## config.mk

```make
export PLATFORM = sky130hd
export DESIGN_NAME = registers_bank_ctrl
export DESIGN_NICKNAME = d
export VERILOG_FILES = /design/src/rtl/registers_bank_ctrl.sv
export SDC_FILE = /design/constraint.sdc
export NUM_CORES = 1
export LEC_CHECK = 0
export ABC_AREA = 0
export ABC_CLOCK_PERIOD_IN_PS = 4100
export CORE_AREA = 10 10 111 113
export DETAILED_ROUTE_END_ITERATION = 8
export DIE_AREA = 0 0 121 123
export GPL_ROUTABILITY_DRIVEN = 1
export GPL_TIMING_DRIVEN = 0
export HOLD_SLACK_MARGIN = 0.12
export PLACE_DENSITY = 0.65
export SLEW_MARGIN = 0
export SYNTH_ARGS = -nofsm -noshare
export SYNTH_HDL_FRONTEND = slang
export SYNTH_SLANG_ARGS = --single-unit
export TNS_END_PERCENT = 1
```

## constraint.sdc

```tcl
create_clock -name i_clk -period 4.1 [get_ports i_clk]
set_clock_uncertainty 0.2 [all_clocks]
set_input_delay 0.615 -clock i_clk [delete_from_list [all_inputs] [get_ports i_clk]]
set_output_delay 0.615 -clock i_clk [all_outputs]
set_load 0.1 [all_outputs]
```

## src/rtl/registers_bank_ctrl.sv

```systemverilog
// registers_bank_ctrl
//
// Access controller in front of the ID-stage register bank. In IDLE the bank ports follow the
// pipeline (ID reads, WB writes). A debug request stalls the pipeline and waits a fixed drain
// window. The controller then either streams every register out over a valid/ready interface or
// issues one debug write. After that it hands the bank back to the pipeline.
//
// Optional feature: define REGISTERS_BANK_CTRL_DBG_WRITE_EN to build the debug single-write path
// and the WRITE state. Without it, the i_dbg_wr_* inputs are ignored and o_dbg_wr_done is tied 0.
//
// Ports:
//   i_clk, i_reset                 clock; asynchronous active-low reset
//   i_id_* / i_wb_*                pipeline read and write requests
//   i_dbg_dump_req                 start a full-bank dump (sampled in IDLE only)
//   i_dbg_wr_req/_addr/_data       debug single write (sampled in IDLE only)
//   o_dbg_wr_done                  one-cycle pulse when the debug write is issued
//   o_dump_* / i_dump_ready        dump stream (data, index, valid, last) and its ready
//   o_pipeline_stall, o_busy       freeze request to the pipeline; controller not idle
//   o_rb_* / i_rb_bus_a            register bank ports and port-A read data
module registers_bank_ctrl #(
  parameter int unsigned REGISTERS_BANK_SIZE = 32,
  parameter int unsigned REGISTERS_SIZE      = 32,
  parameter int unsigned DRAIN_CYCLES        = 3,
  localparam int unsigned AW = $clog2(REGISTERS_BANK_SIZE),
  localparam int unsigned DW = REGISTERS_SIZE
) (
  input  logic          i_clk,
  input  logic          i_reset,
  input  logic          i_id_read_enable,
  input  logic [AW-1:0] i_id_addr_a,
  input  logic [AW-1:0] i_id_addr_b,
  input  logic          i_wb_write_enable,
  input  logic [AW-1:0] i_wb_addr_wr,
  input  logic [DW-1:0] i_wb_bus_wr,
  input  logic          i_dbg_dump_req,
  input  logic          i_dbg_wr_req,
  input  logic [AW-1:0] i_dbg_wr_addr,
  input  logic [DW-1:0] i_dbg_wr_data,
  output logic          o_dbg_wr_done,
  output logic [DW-1:0] o_dump_data,
  output logic [AW-1:0] o_dump_addr,
  output logic          o_dump_valid,
  output logic          o_dump_last,
  input  logic          i_dump_ready,
  output logic          o_pipeline_stall,
  output logic          o_busy,
  output logic          o_rb_read_enable,
  output logic [AW-1:0] o_rb_addr_a,
  output logic [AW-1:0] o_rb_addr_b,
  output logic          o_rb_write_enable,
  output logic [AW-1:0] o_rb_addr_wr,
  output logic [DW-1:0] o_rb_bus_wr,
  input  logic [DW-1:0] i_rb_bus_a
);

  localparam int unsigned CW = $clog2(DRAIN_CYCLES + 1);
  localparam logic [AW-1:0] LastIdx = AW'(REGISTERS_BANK_SIZE - 1);

  typedef enum logic [2:0] {
    StIdle  = 3'd0,
    StDrain = 3'd1,
    StRead  = 3'd2,
    StHold  = 3'd3,
`ifdef REGISTERS_BANK_CTRL_DBG_WRITE_EN
    StWrite = 3'd4,
`endif
    StDone  = 3'd5
  } state_e;

  state_e        state_q, state_d;
  logic [CW-1:0] cnt_q, cnt_d;
  logic [AW-1:0] idx_q, idx_d;
  logic          stall_q, stall_d;
  logic          busy_q;
  logic          valid_q, valid_d;
  logic          last_q, last_d;
  logic [DW-1:0] data_q, data_d;
  logic [AW-1:0] addr_q, addr_d;
  logic          write_start;

`ifdef REGISTERS_BANK_CTRL_DBG_WRITE_EN
  logic          mode_dump_q, mode_dump_d;
  logic [AW-1:0] wr_addr_q, wr_addr_d;
  logic [DW-1:0] wr_data_q, wr_data_d;
  logic          wr_done_q;
  // A simultaneous dump request wins; the write is dropped.
  assign write_start = i_dbg_wr_req & ~i_dbg_dump_req;
`else
  logic unused_dbg_wr;
  assign unused_dbg_wr = ^{i_dbg_wr_req, i_dbg_wr_addr, i_dbg_wr_data};
  assign write_start   = 1'b0;
`endif

  always_comb begin
    state_d = state_q;
    cnt_d   = cnt_q;
    idx_d   = idx_q;
    stall_d = stall_q;
    valid_d = valid_q;
    last_d  = last_q;
    data_d  = data_q;
    addr_d  = addr_q;
`ifdef REGISTERS_BANK_CTRL_DBG_WRITE_EN
    mode_dump_d = mode_dump_q;
    wr_addr_d   = wr_addr_q;
    wr_data_d   = wr_data_q;
`endif
    unique case (state_q)
      StIdle: begin
        if (i_dbg_dump_req || write_start) begin
          state_d = StDrain;
          stall_d = 1'b1;
          cnt_d   = CW'(DRAIN_CYCLES);
          idx_d   = '0;
`ifdef REGISTERS_BANK_CTRL_DBG_WRITE_EN
          mode_dump_d = i_dbg_dump_req;
          wr_addr_d   = i_dbg_wr_addr;
          wr_data_d   = i_dbg_wr_data;
`endif
        end
      end
      StDrain: begin
        if (cnt_q == '0) begin
`ifdef REGISTERS_BANK_CTRL_DBG_WRITE_EN
          state_d = mode_dump_q ? StRead : StWrite;
`else
          state_d = StRead;
`endif
        end else begin
          cnt_d = cnt_q - 1'b1;
        end
      end
      StRead: begin
        // Bank latched the read on the falling edge; capture it now.
        data_d  = i_rb_bus_a;
        addr_d  = idx_q;
        valid_d = 1'b1;
        last_d  = (idx_q == LastIdx);
        state_d = StHold;
      end
      StHold: begin
        if (i_dump_ready) begin
          valid_d = 1'b0;
          last_d  = 1'b0;
          if (last_q) begin
            state_d = StDone;
          end else begin
            idx_d   = idx_q + 1'b1;
            state_d = StRead;
          end
        end
      end
`ifdef REGISTERS_BANK_CTRL_DBG_WRITE_EN
      StWrite: state_d = StDone;
`endif
      StDone: begin
        stall_d = 1'b0;
        state_d = StIdle;
      end
      default: state_d = StIdle;
    endcase
  end

  always_ff @(posedge i_clk or negedge i_reset) begin
    if (!i_reset) begin
      state_q <= StIdle;
      cnt_q   <= '0;
      idx_q   <= '0;
      stall_q <= 1'b0;
      busy_q  <= 1'b0;
      valid_q <= 1'b0;
      last_q  <= 1'b0;
      data_q  <= '0;
      addr_q  <= '0;
    end else begin
      state_q <= state_d;
      cnt_q   <= cnt_d;
      idx_q   <= idx_d;
      stall_q <= stall_d;
      busy_q  <= (state_d != StIdle);
      valid_q <= valid_d;
      last_q  <= last_d;
      data_q  <= data_d;
      addr_q  <= addr_d;
    end
  end

`ifdef REGISTERS_BANK_CTRL_DBG_WRITE_EN
  always_ff @(posedge i_clk or negedge i_reset) begin
    if (!i_reset) begin
      mode_dump_q <= 1'b0;
      wr_addr_q   <= '0;
      wr_data_q   <= '0;
      wr_done_q   <= 1'b0;
    end else begin
      mode_dump_q <= mode_dump_d;
      wr_addr_q   <= wr_addr_d;
      wr_data_q   <= wr_data_d;
      wr_done_q   <= (state_d == StWrite);
    end
  end
  assign o_dbg_wr_done = wr_done_q;
`else
  assign o_dbg_wr_done = 1'b0;
`endif

  assign o_dump_data      = data_q;
  assign o_dump_addr      = addr_q;
  assign o_dump_valid     = valid_q;
  assign o_dump_last      = last_q;
  assign o_pipeline_stall = stall_q;
  assign o_busy           = busy_q;

  // Bank port mux: pipeline in IDLE, WB-only during DRAIN, debug otherwise.
  always_comb begin
    o_rb_read_enable  = 1'b0;
    o_rb_addr_a       = idx_q;
    o_rb_addr_b       = idx_q;
    o_rb_write_enable = 1'b0;
    o_rb_addr_wr      = '0;
    o_rb_bus_wr       = '0;
    unique case (state_q)
      StIdle: begin
        o_rb_read_enable  = i_id_read_enable;
        o_rb_addr_a       = i_id_addr_a;
        o_rb_addr_b       = i_id_addr_b;
        o_rb_write_enable = i_wb_write_enable;
        o_rb_addr_wr      = i_wb_addr_wr;
        o_rb_bus_wr       = i_wb_bus_wr;
      end
      StDrain: begin
        o_rb_write_enable = i_wb_write_enable;
        o_rb_addr_wr      = i_wb_addr_wr;
        o_rb_bus_wr       = i_wb_bus_wr;
      end
      StRead: o_rb_read_enable = 1'b1;
`ifdef REGISTERS_BANK_CTRL_DBG_WRITE_EN
      StWrite: begin
        o_rb_write_enable = 1'b1;
        o_rb_addr_wr      = wr_addr_q;
        o_rb_bus_wr       = wr_data_q;
      end
`endif
      default: ;
    endcase
  end

endmodule
```

==> reports/metrics.csv <==
metric;value;unit
status;finished, final reports clean;
routed wire length;9120;um
PostCTS Resize Cnt;0;
DP Area;4420;um2
Tmin final;3600;ps
Final Slew Violations;0;
Netlist cell types;32;
final setup vio count;0;
Mapped Nets;347;
hold_buf cts;1;
CORE AREA;10100;um2
hpwl dp;7680;um
sequential share of the synthesized area;51.2;%
Top Ports;214;
Worst-path clk slew;100;ps
Arr. time, crit path;2780;ps
Max FO, Critical Path;10;
clock buffer depth;2;
Post-CTS Setup Inserts;0;
Max-Cap Viols;0;
worst min-delay path category;reg2reg;
# H-tree levels;2;
Num CTS Buffers;5;
Synth Register Bits;51;
routability cong.;0.717;
# rows;37;
synthesized area;2490;um2
I/O Buffers;174;
fin crit share;87.8;%
CTS tree;built;
largest area contributor in the netlist;dfrtp_1;
synthesized netlist cell count;221;
routed via count;2232;
CP Launch Type;register;
chip height;123;um
Core Util, Final;44.8;%
CP Capture Type;output port;
die area;14900;um2
Avg Cell Area, Syn;11.3;um2
vias in the first global route;2510;
Worst-Margin Slew;1020;ps
Synth area leaders;dfrtp_1 51%, mux2_2 17%, and2_1 9.5%;
Final Hold Vio Count;0;
FMAX;0.278;GHz
Crit Path Class;reg2out;
Total GRT Usage;11.4;%
n_diodes;0;
layout cell share with drive strength beyond 1;15.1;%
fin area;4540;um2
Starting Density;24.6;%
root buffer selected by CTS;clkbuf_8;
Routed wire per std cell;16.9;um
Final ANT Viol Nets;0;
antenna violations before repair;0;
setup_tns;0;ps
Synth warnings;0;
largest net degree at the start of global routing;39;
fin nets;530;
unrepaired setup endpoints after global routing;no;
slew margin rel.;31.7;%
clock sinks;51;
Die Wd;121;um
DR pass1 iterations;3;
global-route wire length before repair;13600;um
share of the synthesized area in the top cell type;51.2;%
drt via density;4.13;
clk_lat worst skew;300;ps
total gr overflow;0;
Area Growth Syn to Fin;82.4;%
DR iter-0 viols;63;
DRC viols;0;
Critical Path RT;3280;ps
layer usage:
layer	up-vias	global-route usage (%)	wire, um
met4	0	1.81	11
li1	1108	-	-
met2	47	22.1	5320
met1	1075	12.2	3330
met3	2	3.28	460
met5	-	0	0
path summary, 6_finish.rpt:
path | from | endpoint | slack, ps | cells after the start
max | state_q[2] | o_rb_addr_wr[0] | 500 | 5
min | o_dump_valid | o_dump_valid | 300 | 1
max reg2reg | state_q[0] | o_dump_data[28] | 2370 | 3
min reg2reg | o_dump_valid | o_dump_valid | 300 | 1
max in group asynchronous | i_reset | o_dump_data[6] | 2620 | 3
min in group asynchronous | i_reset | o_dump_addr[3] | 560 | 2
cell usage after synthesis (all sizes together):
| cell | n |
|---|---|
| a21oi | 3 |
| o211ai | 2 |
| nand3 | 2 |
| inv | 9 |
| buf | 11 |
| o21a | 1 |
| a21boi | 1 |
| nand3b | 3 |
| nand4 | 2 |
| and3 | 3 |
| or4b | 2 |
| nor2b | 2 |
| a21o | 1 |
| o21ai | 15 |
| nor2 | 3 |
| conb | 1 |
| and2 | 38 |
| dfrtp | 51 |
| a22o | 1 |
| nand4b | 1 |
| or3b | 1 |
| a2bb2oi | 2 |
| mux2i | 2 |
| ha | 3 |
| clkbuf | 4 |
| nand2 | 14 |
| nor3b | 1 |
| nor3 | 3 |
| mux2 | 38 |
| and3b | 1 |
layout make-up:
type | count | area, um2
flip-flops and latches | 51 | 1280
fillers | 934 | 5590
inverters | 9 | 33.8
repair buffers | 176 | 1770
plain buffers | 15 | 82.6
clock inverters | 3 | 47.5
clock buffers | 5 | 68.8
multi-input cells | 146 | 1100
well taps | 136 | 170
worst max-delay path, cell delays in order, from the launching register on:
cell	delay [ps]
dfrtp_1	400
buf_2	180
nor2_1	250
clkbuf_1	320
and2_1	180
clkdlybuf4s50_1	1140
sequential cells by signal (all words and copies together), names as in the netlist:
name and count:
o_busy 1, o_dump_valid 1, idx_q 5, cnt_q 2, o_dump_last 1, o_dump_data 32, state_q 3, o_pipeline_stall 1
o_dump_addr 5
metrics by stage:
| stage | cells | setup WS [ps] | hold slack (ps) |
|---|---|---|---|
| floorplan | 221 | 410 | 119 |
| global placement | 531 | 639 | 268 |
| detailed placement | 532 | 823 | 290 |
| CTS | 541 | 460 | 313 |
| global route | 541 | 320 | 326 |
| finish | 541 | 501 | 302 |
cells in the final DEF, fill, tap and decap left out, types with 3 or more instances in the layout:
cell type and count:
clkdlybuf4s50_1 173, dfrtp_1 51, and2_1 38, mux2_2 38, o21ai_0 15, nand2_1 14, inv_1 9, buf_2 7
buf_4 5, clkbuf_8 5, clkbuf_1 4, nand3b_1 3, and3_1 3, nor2_1 3, nor3_1 3, ha_1 3
kinds of logic after synthesis:
logic type | share of synthesized area [%]
buf+inv | 4.67
simple gates | 18.1
compound gates | 6.33
flops | 51.2
other cells | 0.151
mux | 18.0
fa+ha+maj | 1.51
Power is not shown: default switching activity piles up to over one toggle a cycle in this logic, so the estimate is an artifact.
